[config.mk]
export PLATFORM = sky130hd
export DESIGN_NAME = em_pipe_reg
export DESIGN_NICKNAME = d
export VERILOG_FILES = /design/src/rtl/em_pipe_reg.sv
export SDC_FILE = /design/constraint.sdc
export NUM_CORES = 1
export LEC_CHECK = 0
export ABC_AREA = 1
export BUFFER_PORTS_ARGS = -buffer_cell sky130_fd_sc_hd__buf_2
export CAP_MARGIN = 20
export CELL_PAD_IN_SITES_DETAIL_PLACEMENT = 0
export CELL_PAD_IN_SITES_GLOBAL_PLACEMENT = 1
export CORE_MARGIN = 4
export CORE_UTILIZATION = 37
export CTS_CLUSTER_DIAMETER = 30
export DETAILED_ROUTE_END_ITERATION = 16
export PLACE_DENSITY = 0.82
export SLEW_MARGIN = 15
export SYNTH_ARGS = -nofsm -noshare
export SYNTH_HDL_FRONTEND = slang
export SYNTH_SLANG_ARGS = --single-unit
[constraint.sdc]
create_clock -name clk -period 1.6 [get_ports clk]
set_input_delay 0 -clock clk [delete_from_list [all_inputs] [get_ports clk]]
set_output_delay 0 -clock clk [all_outputs]
set_load 0.03 [all_outputs]
[src/rtl/em_pipe_reg.sv]
// -----------------------------------------------------------------------------
// em_pipe_reg -- EX/MEM pipeline register for the pipelined RV32I core.
//
// Purpose:
//   Carries the execute-stage result bundle into the data-memory stage behind
//   a valid/ready handshake. A two-entry store (main + skid) lets the MEM side
//   stall without losing or repeating an EX result, and without any
//   combinational path from ready_i back to ready_o.
//
// Handshake:
//   A transfer happens on a rising edge where valid and ready are both high on
//   the same side (accept = valid_i & ready_o, drain = valid_o & ready_i).
//   valid_o never drops without a drain (except flush/rst), payload is stable
//   while valid_o & !ready_i, and ready_o depends on registered state only.
//
// Parameters:
//   DATA_WIDTH  width of ALUResult, WriteData and PCPlus4 (default 32)
//   REG_ADDR_W  width of the destination register index Rd (default 5)
//
// Ports:
//   clk, rst          clock; synchronous active-high reset
//   flush             drop every held entry (bubble insert), next cycle EMPTY
//   valid_i/ready_o   EX-side handshake
//   *E inputs         EX-stage control and data fields
//   valid_o/ready_i   MEM-side handshake
//   *M outputs        registered copies of the *E fields (main entry)
//   stall_cycles      count of cycles with valid_o & !ready_i
//   dbg_state         current FSM state (0 EMPTY, 1 BUSY, 2 FULL)
//
// Configuration:
//   EM_PIPE_PERF_EN   when defined, builds the saturating stall_cycles
//                     counter; otherwise stall_cycles is tied to zero.
// -----------------------------------------------------------------------------
module em_pipe_reg #(
    parameter int DATA_WIDTH = 32,
    parameter int REG_ADDR_W = 5
) (
    input  logic                  clk,
    input  logic                  rst,
    input  logic                  flush,

    // EX side
    input  logic                  valid_i,
    output logic                  ready_o,
    input  logic                  RegWriteE,
    input  logic [1:0]            ResultSrcE,
    input  logic                  MemWriteE,
    input  logic [DATA_WIDTH-1:0] ALUResultE,
    input  logic [DATA_WIDTH-1:0] WriteDataE,
    input  logic [REG_ADDR_W-1:0] RdE,
    input  logic [DATA_WIDTH-1:0] PCPlus4E,

    // MEM side
    output logic                  valid_o,
    input  logic                  ready_i,
    output logic                  RegWriteM,
    output logic [1:0]            ResultSrcM,
    output logic                  MemWriteM,
    output logic [DATA_WIDTH-1:0] ALUResultM,
    output logic [DATA_WIDTH-1:0] WriteDataM,
    output logic [REG_ADDR_W-1:0] RdM,
    output logic [DATA_WIDTH-1:0] PCPlus4M,

    // Observability
    output logic [31:0]           stall_cycles,
    output logic [1:0]            dbg_state
);

    // -------------------------------------------------------------------------
    // Entry layout: every payload field travelling from EX to MEM.
    // -------------------------------------------------------------------------
    typedef struct packed {
        logic                  reg_write;
        logic [1:0]            result_src;
        logic                  mem_write;
        logic [DATA_WIDTH-1:0] alu_result;
        logic [DATA_WIDTH-1:0] write_data;
        logic [REG_ADDR_W-1:0] rd;
        logic [DATA_WIDTH-1:0] pc_plus4;
    } entry_t;

    // The state fully encodes both entry valid bits:
    //   EMPTY: main invalid, skid invalid
    //   BUSY : main valid,   skid invalid
    //   FULL : main valid,   skid valid
    typedef enum logic [1:0] {
        EMPTY = 2'd0,
        BUSY  = 2'd1,
        FULL  = 2'd2
    } state_t;

    state_t state_q, state_d;
    entry_t main_q, main_d;
    entry_t skid_q, skid_d;
    entry_t in_entry;

    logic   main_valid;
    logic   skid_valid;
    logic   accept;
    logic   drain;

    // An entry that becomes invalid loses its architectural side effects, so a
    // bubble can never write the register file or data memory. Data fields are
    // left alone; they are don't-care while the entry is invalid.
    function automatic entry_t kill(input entry_t e);
        entry_t r;
        r           = e;
        r.reg_write = 1'b0;
        r.mem_write = 1'b0;
        return r;
    endfunction

    // -------------------------------------------------------------------------
    // Input bundle
    // -------------------------------------------------------------------------
    always_comb begin
        in_entry            = '0;
        in_entry.reg_write  = RegWriteE;
        in_entry.result_src = ResultSrcE;
        in_entry.mem_write  = MemWriteE;
        in_entry.alu_result = ALUResultE;
        in_entry.write_data = WriteDataE;
        in_entry.rd         = RdE;
        in_entry.pc_plus4   = PCPlus4E;
    end

    // -------------------------------------------------------------------------
    // Handshake decode (registered state only on the ready_o path)
    // -------------------------------------------------------------------------
    assign main_valid = (state_q != EMPTY);
    assign skid_valid = (state_q == FULL);

    assign valid_o = main_valid;
    assign ready_o = !skid_valid;

    assign accept = valid_i & ready_o;
    assign drain  = valid_o & ready_i;

    // -------------------------------------------------------------------------
    // FSM: next-state and entry update
    // -------------------------------------------------------------------------
    always_comb begin
        state_d = state_q;
        main_d  = main_q;
        skid_d  = skid_q;

        if (flush) begin
            // Flush wins over accept and drain; the incoming instruction is
            // discarded along with everything held.
            state_d = EMPTY;
            main_d  = kill(main_q);
            skid_d  = kill(skid_q);
        end else begin
            case (state_q)
                EMPTY: begin
                    if (accept) begin
                        main_d  = in_entry;
                        state_d = BUSY;
                    end
                end

                BUSY: begin
                    if (accept && drain) begin
                        // Full-throughput case: old main leaves, new one lands.
                        main_d = in_entry;
                    end else if (drain) begin
                        main_d  = kill(main_q);
                        state_d = EMPTY;
                    end else if (accept) begin
                        // MEM stalled while EX still had a result in flight:
                        // park it behind main so arrival order is preserved.
                        skid_d  = in_entry;
                        state_d = FULL;
                    end
                end

                FULL: begin
                    // ready_o is low, so valid_i cannot be accepted here.
                    if (drain) begin
                        main_d  = skid_q;
                        skid_d  = kill(skid_q);
                        state_d = BUSY;
                    end
                end

                default: begin
                    // Unreachable encoding: recover to a clean bubble.
                    state_d = EMPTY;
                    main_d  = kill(main_q);
                    skid_d  = kill(skid_q);
                end
            endcase
        end
    end

    // -------------------------------------------------------------------------
    // State register
    // -------------------------------------------------------------------------
    always_ff @(posedge clk) begin
        if (rst) begin
            state_q <= EMPTY;
            main_q  <= '0;
            skid_q  <= '0;
        end else begin
            state_q <= state_d;
            main_q  <= main_d;
            skid_q  <= skid_d;
        end
    end

    // -------------------------------------------------------------------------
    // MEM-side outputs come straight from the main entry
    // -------------------------------------------------------------------------
    assign RegWriteM  = main_q.reg_write;
    assign ResultSrcM = main_q.result_src;
    assign MemWriteM  = main_q.mem_write;
    assign ALUResultM = main_q.alu_result;
    assign WriteDataM = main_q.write_data;
    assign RdM        = main_q.rd;
    assign PCPlus4M   = main_q.pc_plus4;

    assign dbg_state  = state_q;

    // -------------------------------------------------------------------------
    // Stall performance counter
    // -------------------------------------------------------------------------
`ifdef EM_PIPE_PERF_EN
    logic        stall_now;
    logic [31:0] stall_q;

    assign stall_now = valid_o & ~ready_i;

    // Saturating; only rst clears it, flush leaves the count alone.
    always_ff @(posedge clk) begin
        if (rst) begin
            stall_q <= '0;
        end else if (stall_now && (stall_q != 32'hFFFF_FFFF)) begin
            stall_q <= stall_q + 32'd1;
        end
    end

    assign stall_cycles = stall_q;
`else
    assign stall_cycles = '0;
`endif

endmodule

==> results of run 1 <==
timing repair:
action | in CTS | in global routing
buffers inserted | 1 | 0
endpoints found under the hold margin | 212 | 0
pin swaps | 1 | 0
resized for setup | 1 | 3
hold buffers | 110 | 0
setup endpoints to repair | 1 | 8
metal layers:
metal  up-vias  part of all wire, %
li1       4871                    -
met3        61                  6.2
met5         -                    0
met2       304                   47
met1      4352                   44
met4         0                  2.5
placed cells by master (no fill, tap or decap):
cell type and count:
a211oi_1 1, a21oi_1 113, a21oi_4 1, buf_12 27, buf_2 217, buf_4 14, bufinv_16 6, clkbuf_1 8
clkbuf_16 54, clkbuf_8 17, clkinv_2 13, clkinv_8 1, conb_1 32, dfxtp_1 210, dfxtp_2 1, dfxtp_4 1
dlygate4sd3_1 110, inv_1 79, inv_2 2, inv_4 1, inv_6 3, nand2_1 291, nand2_4 1, nand3_1 2
nand3_4 1, nor2_1 312, nor2_2 1, nor2_4 3, o21ai_0 121, o21ai_1 16, o21bai_1 66, o22ai_2 1
synthesized netlist by cell type:
cell | count | area, sq um
nor2_1 | 312 | 1170
nand2_1 | 292 | 1100
dfxtp_1 | 212 | 4240
o21ai_0 | 121 | 606
a21oi_1 | 113 | 566
inv_1 | 79 | 297
o21bai_1 | 66 | 495
clkbuf_1 | 49 | 184
buf_4 | 39 | 293
buf_2 | 35 | 175
o21ai_1 | 16 | 80.1
buf_6 | 4 | 45.0
inv_2 | 3 | 11.3
nand3_1 | 3 | 15.0
nor2_2 | 3 | 18.8
a211oi_1 | 1 | 7.51
a21oi_2 | 1 | 8.76
clkinv_1 | 1 | 3.75
conb_1 | 1 | 3.75
nor2_4 | 1 | 11.3
o22ai_1 | 1 | 6.26
cell type report:
type	count	area [sq um]	area share [%]
Clock buffer	79	1620	11.6
Clock inverter	22	279	2.00
Inverter	83	319	2.29
Multi-Input combinational cell	962	4250	30.4
Sequential cell	212	4250	30.5
Tap cell	324	405	2.91
Timing Repair Buffer	368	2830	20.3
state kept, by name (all words and copies together) (netlist names):
signal      count
skid_q        105
WriteDataM     32
dbg_state       2
RegWriteM       1
PCPlus4M       32
ALUResultM     32
ResultSrcM      2
RdM             5
MemWriteM       1
how the worst max path moves through the flow:
stage                                         start                           to  slack (ns)  depth (start not counted)
after floorplan           dbg_state[0]$_SDFFE_PP0P_  ALUResultM[10]$_SDFFE_PP0P_        0.04                         10
after global placement    dbg_state[0]$_SDFFE_PP0P_          RdM[1]$_SDFFE_PP0P_        0.15                          9
after detailed placement  dbg_state[0]$_SDFFE_PP0P_          RdM[1]$_SDFFE_PP0P_        0.11                          9
after CTS                 dbg_state[0]$_SDFFE_PP0P_                      ready_o        0.02                          5
after global routing      dbg_state[1]$_SDFFE_PP0P_  WriteDataM[16]$_SDFFE_PP0P_      -0.003                          9
final                     dbg_state[0]$_SDFFE_PP0P_                      ready_o        0.05                          5
power by group:
group	internal (mW)	switching [mW]
Sequential	5.53	0.125
Combinational	0.867	1.40
Clock	7.85	3.19
logic make-up (layout without fill, tap and decap cells):
| kind of cell | Yosys count | count (layout) | share of synthesized area, % |
|---|---|---|---|
| simple gates | 611 | 611 | 24.8 |
| flops | 212 | 212 | 45.5 |
| buf+inv | 210 | 552 | 10.8 |
| other cells | 1 | 32 | 0.0402 |
| compound gates | 319 | 319 | 18.9 |
worst max-delay path: stages (launching register included):
cell     delay, ns
dfxtp_4       0.36
buf_4         0.15
nor2_4        0.11
inv_4         0.07
buf_4         0.16
buf_4         0.17
==> impl_metrics.ini, run 1 <==
[power_and_ir_drop]
p_total_mw = 19.0
power.leakage_nw = 6.42
power.density_nw_per_um2 = 1360
worst_ir_drop_vdd_mv = 0.880

[grt]
grt_pass1_wl_mm = 47.4
use_met1_pct = 25.7
grt_overflow_total = 0
antenna_found_initial = 0
grt_pass1_vias = 9328
busiest_layer = met2
met3_usage_pct = 4.17
grt_use_met2_pct = 33.6
grt_start_max_net_pins = 67
grtUsageTotal_pct = 20.0

[setup_path]
worst_setup_path_start_kind = flip-flop
crit_fanout = 7
crit_type = reg -> out
arrival_ns = 1.55
reg2reg_to = PCPlus4M[16]$_SDFFE_PP0P_
worstSetupEndpointType = primary output
required_ns = 1.60
setup.reg_to_reg.worst_slack_ns = 0.11
reg2reg_from = dbg_state[0]$_SDFFE_PP0P_
reg2reg_depth = 7

[die]
num_rows = 57
die_w_um = 167
initial_utilization_pct = 38.0
ios = 251
chipHeight_um = 167
fp.coreArea_sq_um = 24600
die-area_sq_um = 27800

[cells_and_area]
area_growth_pct = 49.4
layoutNonFillerInstCount = 2050
drive_above_1_share_pct = 21.1
design_area_sq_um = 13900
fill_cells = 2304
antenna-diode-count = 0
fin_nets = 1791
final_core_util_pct = 56.7

[clock_tree]
clock_latency_ns = 0.54
cts_made_buffers = 54
clock-sinks = 212
root_buffer = clkbuf_16
cts_max_level = 2
cts_tree = built
path_clk_slew_ns = 0.04
clock_path_buffers = 3

[worst_hold_path]
hold_depth = 4
min_path_type = in -> reg
holdCritStartpoint = ALUResultE[14]
hold_path_end = skid_q[83]$_SDFFE_PP0P_

[synthesis]
yosysWarnings = 0
avgSynthCellArea_sq_um = 6.90
ys_ff_latch = 212
synth_cells = 1353
ys_types = 21
yosysSeqAreaShare_pct = 45.5
synth_area_sq_um = 9340

[route]
ant_nets = 0
firstDrtPassIters = 5
drc = 0
totalWireLength_mm = 28.7
via_per_inst = 4.68
wl_per_cell_um = 14.0
dr.first_iter.drc_count = 651
num_vias = 9588

[placement]
place_area_sq_um = 10900
port_buffers = 218
dp_slack_ns = 0.107
routabilityCongestion = 0.790
place_inst = 1838
dpl.hpwl_mm = 17.3

[timing]
setup_ws_ns = 0.0531
finalHoldViolCount = 0
final_max_slew_viol_count = 0
rsz0062_at_grt = true
period_minus_slack_ns = 1.55
final.setup.tns_ns = 0
setup_violations = 0
fin_crit_sh_pct = 96.7
max_freq_mhz = 646
fin_worst_skew_ns = 0.0172
timing.hold.ws_ns = 0.272

[flow_run]
drv_cap = 0

[status]
status = completed
Power figures use the tool's default switching activity.
==> run 2: changes to the inputs <==
CORE_UTILIZATION = 38   (was 37)
CTS_BUF_LIST = sky130_fd_sc_hd__clkbuf_4 sky130_fd_sc_hd__clkbuf_8   (was not set)
PLACE_DENSITY = 0.84   (was 0.82)
SETUP_SLACK_MARGIN = 0.4   (was not set)
==> impl_metrics.ini, run 2 (synthesized netlist as in run 1, its figures left out) <==
[placement]
dp_slack_ns = 0.120
dpl.hpwl_mm = 17.0
port_buffers = 218
routabilityCongestion = 0.799

[die]
num_rows = 57
initial_utilization_pct = 38.5
chipHeight_um = 165
ios = 251
die_w_um = 165
fp.coreArea_sq_um = 24200
die-area_sq_um = 27100

[setup_path]
crit_type = reg -> reg
worstSetupEndpointType = flip-flop
arrival_ns = 1.95
required_ns = 2.08
endpoint = WriteDataM[0]$_SDFFE_PP0P_
crit_fanout = 26
reg2reg_from = dbg_state[1]$_SDFFE_PP0P_
reg2reg_depth = 9
crit_start = dbg_state[1]$_SDFFE_PP0P_
setup.reg_to_reg.worst_slack_ns = 0.12
reg2reg_to = WriteDataM[0]$_SDFFE_PP0P_
worst_setup_path_start_kind = flip-flop

[cells_and_area]
fin_nets = 1814
area_growth_pct = 49.2
top_register = skid_q
final_cell_mix = nor2_1 (305), nand2_1 (288), buf_2 (215), dfxtp_1 (210), o21ai_1 (121)
largest_reg_flops = 105
layout_commonest_cell = nor2_1
drive_above_1_share_pct = 23.3

[timing]
final_max_slew_viol_count = 0
setup_ws_ns = 0.124
rsz0062_at_grt = true
finalHoldViolCount = 0
setup_violations = 0
fin_worst_skew_ns = 0.0157
period_minus_slack_ns = 1.48
fin_crit_sh_pct = 92.2
final.setup.tns_ns = 0
max_freq_mhz = 678

[power_and_ir_drop]
p_int_mw = 11.8
worst_ir_drop_vdd_mv = 0.899
power.density_nw_per_um2 = 1160
swShare_pct = 26.6
switchingPower_mw = 4.28
p_comb_share_pct = 15.4
p_seq_share_pct = 34.9
power.leakage_nw = 6.40
p_clk_share_pct = 49.7

[status]
status = completed

[clock_tree]
root_buffer = clkbuf_8
path_clk_slew_ns = 0.06
cts_max_level = 2
cts_made_buffers = 51
clock_path_buffers = 3
clock_latency_ns = 0.55
cts_tree = built
clock-sinks = 212

[route]
num_vias = 9723
drc = 0
wl_per_cell_um = 15.0
dr.first_iter.drc_count = 680
totalWireLength_mm = 31.1
firstDrtPassIters = 5
ant_nets = 0
via_per_inst = 4.70

[grt]
grt_start_max_net_pins = 55
antenna_found_initial = 2
grt_overflow_total = 0
grt_pass1_wl_mm = 45.1
grtUsageTotal_pct = 20.3
grt_pass1_vias = 8908

[worst_hold_path]
min_path_type = in -> reg

[flow_run]
drv_cap = 0
-- run 2: cell types whose count changed in the layout (fill, tap and decap cells not counted), moves of 5 or more --
cell,before,now
o21ai_1,16,121
clkbuf_8,17,59
clkbuf_16,54,9
buf_6,0,13
bufinv_16,6,11
nor2_4,3,8
clkbuf_1,8,0
nor2_1,312,305
clkbuf_4,0,7
o21ai_0,121,15
buf_12,27,19
buf_16,0,6
-- run 2: repair_timing --
action / in CTS / in global routing
hold buffers: 109 / 0
gates resized for setup: 18 / 27
setup endpoints to repair: 212 / 215
pin swaps: 3 / 7
buffers inserted: 11 / 5
hold endpoints to repair: 212 / 0
gates cloned: 4 / 13
-- run 2: layout make-up --
type,count,area (sq um)
Clock buffer,66,865
Antenna cell,1,2.50
Clock inverter,28,435
Fill cell,2264,10300
Multi-Input combinational cell,962,4320
Tap cell,324,405
Sequential cell,212,4250
Inverter,83,324
Timing Repair Buffer,394,3330
-- run 2: critical path, cell delays in order, from the launching register on --
cell and delay [ns]:
dfxtp_4 0.35, buf_6 0.13, nor2_4 0.12, nand2_2 0.09, nand3_4 0.09, nor2_4 0.05, inv_2 0.17, buf_12 0.21
nor2_1 0.06, nor2_1 0.11
-- run 2: metrics by stage --
stage	utilization, %	instance area (sq um)	std cells	power [mW]	hold WS (ns)
2_1_floorplan	-	9680	1384	7.19	0.132
3_3_place_gp	44.9	10900	1833	7.77	0.250
3_5_place_dp	44.9	10900	1833	7.79	0.256
4_1_cts	55.9	13500	2051	16.1	0.208
5_1_grt	57.5	13900	2070	16.8	0.231
6_report	57.5	13900	2070	16.1	0.245
-- run 2: power groups by stage --
stage	logic (mW)	clock network [mW]	registers (mW)
finish	2.49	8.01	5.63
floorplan	1.05	0	6.14
CTS	2.32	8.16	5.62
detailed placement	2.06	0	5.73
global placement	2.04	0	5.73
global route	2.70	8.47	5.65
-- run 2: how the worst min path moves through the flow --
stage	start	cells after the start	end	slack, ns
finish	PCPlus4E[7]	4	skid_q[7]$_SDFFE_PP0P_	0.24
global route	PCPlus4E[7]	4	skid_q[7]$_SDFFE_PP0P_	0.23
CTS	PCPlus4E[27]	4	skid_q[27]$_SDFFE_PP0P_	0.21
detailed placement	PCPlus4E[12]	3	skid_q[12]$_SDFFE_PP0P_	0.26
global placement	ALUResultE[19]	3	skid_q[88]$_SDFFE_PP0P_	0.25
floorplan	valid_i	2	dbg_state[1]$_SDFFE_PP0P_	0.13
-- run 2: per-layer routing --
metal	share of wire [%]	global-route usage (%)	up-vias	routed length [um]
met4	1.6	6.09	2	490
li1	-	-	4933	-
met2	48	34.3	272	14800
met1	45	26.1	4473	14000
met3	5.5	4.12	43	1720
met5	0.039	0	-	12
==> run 3: changes to the inputs <==
BUFFER_PORTS_ARGS = -buffer_cell sky130_fd_sc_hd__buf_4   (was -buffer_cell sky130_fd_sc_hd__buf_2)
SKIP_LAST_GASP = 1   (was not set)
==> impl_metrics.ini, run 3 (synthesized netlist as in run 1, its figures left out) <==
[status]
status = completed

[timing]
final.setup.tns_ns = 0
finalHoldViolCount = 0
rsz0062_at_grt = true
fin_crit_sh_pct = 95.4
period_minus_slack_ns = 1.53
max_freq_mhz = 655
final_max_slew_viol_count = 0
setup_violations = 0
fin_worst_skew_ns = 0.0228

[worst_hold_path]
holdCritStartpoint = valid_i
hold_path_end = skid_q[101]$_SDFFE_PP0P_
hold_depth = 5
min_path_type = in -> reg

[power_and_ir_drop]
worst_ir_drop_vdd_mv = 0.597
power.leakage_nw = 6.69
swShare_pct = 26.4
p_clk_share_pct = 50.6
power.density_nw_per_um2 = 1140
p_int_mw = 12.5
p_seq_share_pct = 33.3
p_total_mw = 17.0
p_comb_share_pct = 16.1
switchingPower_mw = 4.47

[clock_tree]
cts_tree = built
clock_latency_ns = 0.58
clock-sinks = 212
cts_max_level = 2
root_buffer = clkbuf_8
cts_made_buffers = 55
path_clk_slew_ns = 0.05
clock_path_buffers = 3

[die]
die-area_sq_um = 27100
num_rows = 57
fp.coreArea_sq_um = 24200
chipHeight_um = 165
initial_utilization_pct = 38.5
ios = 251
die_w_um = 165

[grt]
grt_overflow_total = 0
grt_start_max_net_pins = 54
antenna_found_initial = 1
grt_pass1_wl_mm = 48.5
grtUsageTotal_pct = 22.1
grt_pass1_vias = 9599

[route]
firstDrtPassIters = 5
dr_wl_met3_mm = 1.78
wl_per_cell_um = 15.3
totalWireLength_mm = 32.0
drc = 0
wl_met2_mm = 15.2
top_layer_used = met4
m1WireLength_mm = 14.2
via_per_inst = 4.73
ant_nets = 0
dr.first_iter.drc_count = 563
num_vias = 9872

[cells_and_area]
fin_nets = 1825
top_register = skid_q
layoutNonFillerInstCount = 2085
layout_commonest_cell = nor2_1
final_core_util_pct = 61.2
design_area_sq_um = 14800
largest_reg_flops = 105
area_growth_pct = 58.8
drive_above_1_share_pct = 25.2
final_cell_mix = nor2_1 (296), nand2_1 (276), buf_4 (235), dfxtp_1 (210), o21ai_1 (121)
fill_cells = 2157

[setup_path]
crit_fanout = 13
worst_setup_path_start_kind = flip-flop
worstSetupEndpointType = flip-flop
reg2reg_depth = 10
setup.reg_to_reg.worst_slack_ns = 0.07
arrival_ns = 1.97
reg2reg_from = dbg_state[1]$_SDFFE_PP0P_
required_ns = 2.05
crit_type = reg -> reg
reg2reg_to = ALUResultM[25]$_SDFFE_PP0P_

[flow_run]
drv_cap = 0

[placement]
port_buffers = 218
place_inst = 1834
routabilityCongestion = 0.779
dpl.hpwl_mm = 17.5
place_area_sq_um = 11400
run 3: how the worst max path moves through the flow:
stage / from / end / slack, ns / cells past startpoint
floorplan: dbg_state[0]$_SDFFE_PP0P_ / ALUResultM[10]$_SDFFE_PP0P_ / 0.18 / 10
CTS: dbg_state[1]$_SDFFE_PP0P_ / ALUResultM[25]$_SDFFE_PP0P_ / 0.14 / 10
global placement: dbg_state[0]$_SDFFE_PP0P_ / ALUResultM[27]$_SDFFE_PP0P_ / 0.14 / 9
finish: dbg_state[1]$_SDFFE_PP0P_ / ALUResultM[25]$_SDFFE_PP0P_ / 0.07 / 10
detailed placement: dbg_state[0]$_SDFFE_PP0P_ / ALUResultM[30]$_SDFFE_PP0P_ / 0.11 / 9
global route: dbg_state[1]$_SDFFE_PP0P_ / PCPlus4M[0]$_SDFFE_PP0P_ / 0.003 / 10
run 3: stage by stage:
stage          hold WS (ns)  setup WS, ns
3_5_place_dp          0.251         0.110
6_report             0.0218        0.0743
3_3_place_gp          0.245         0.140
4_1_cts              -0.315         0.138
5_1_grt              0.0302       0.00299
2_1_floorplan         0.132         0.177
run 3: what timing repair did:
item / 4_1_cts / 5_1_grt
endpoints found under the setup margin: 211 / 215
hold buffers: 108 / 2
setup buffers: 14 / 5
resized for setup: 35 / 44
gates cloned: 11 / 8
pin swaps: 6 / 9
hold endpoints to repair: 212 / 2
run 3: area by class of cell:
type	count	area [sq um]	area share, %
antenna	1	2.50	0.0169
multi-input combinational	963	4410	29.7
inverter	83	324	2.19
clock inverter	32	473	3.19
timing repair buffer	400	4030	27.2
clock buffer	70	932	6.29
tap	324	405	2.73
sequential	212	4250	28.7
run 3: power groups by stage:
stage	clock, mW	sequential (mW)	combinational [mW]
finish	8.58	5.65	2.74
detailed placement	0	5.75	2.25
global route	9.04	5.67	2.96
global placement	0	5.74	2.23
CTS	8.71	5.64	2.62
floorplan	0	6.14	1.05
run 3: per-layer routing:
layer | global-route usage (%) | up-vias
met4 | 8.36 | 0
met3 | 4.12 | 67
li1 | - | 4952
met5 | 0 | -
met2 | 37.6 | 278
met1 | 28.0 | 4575
run 3: worst max-delay path, cell delays in order (launching register included):
cell and delay, ns:
dfxtp_4 0.37, buf_6 0.12, nor2_4 0.04, nand2_2 0.09, nand3_4 0.09, nor2_4 0.21
buf_12 0.19, buf_12 0.15, nand2_1 0.06, nand2_1 0.05, nor2_1 0.04
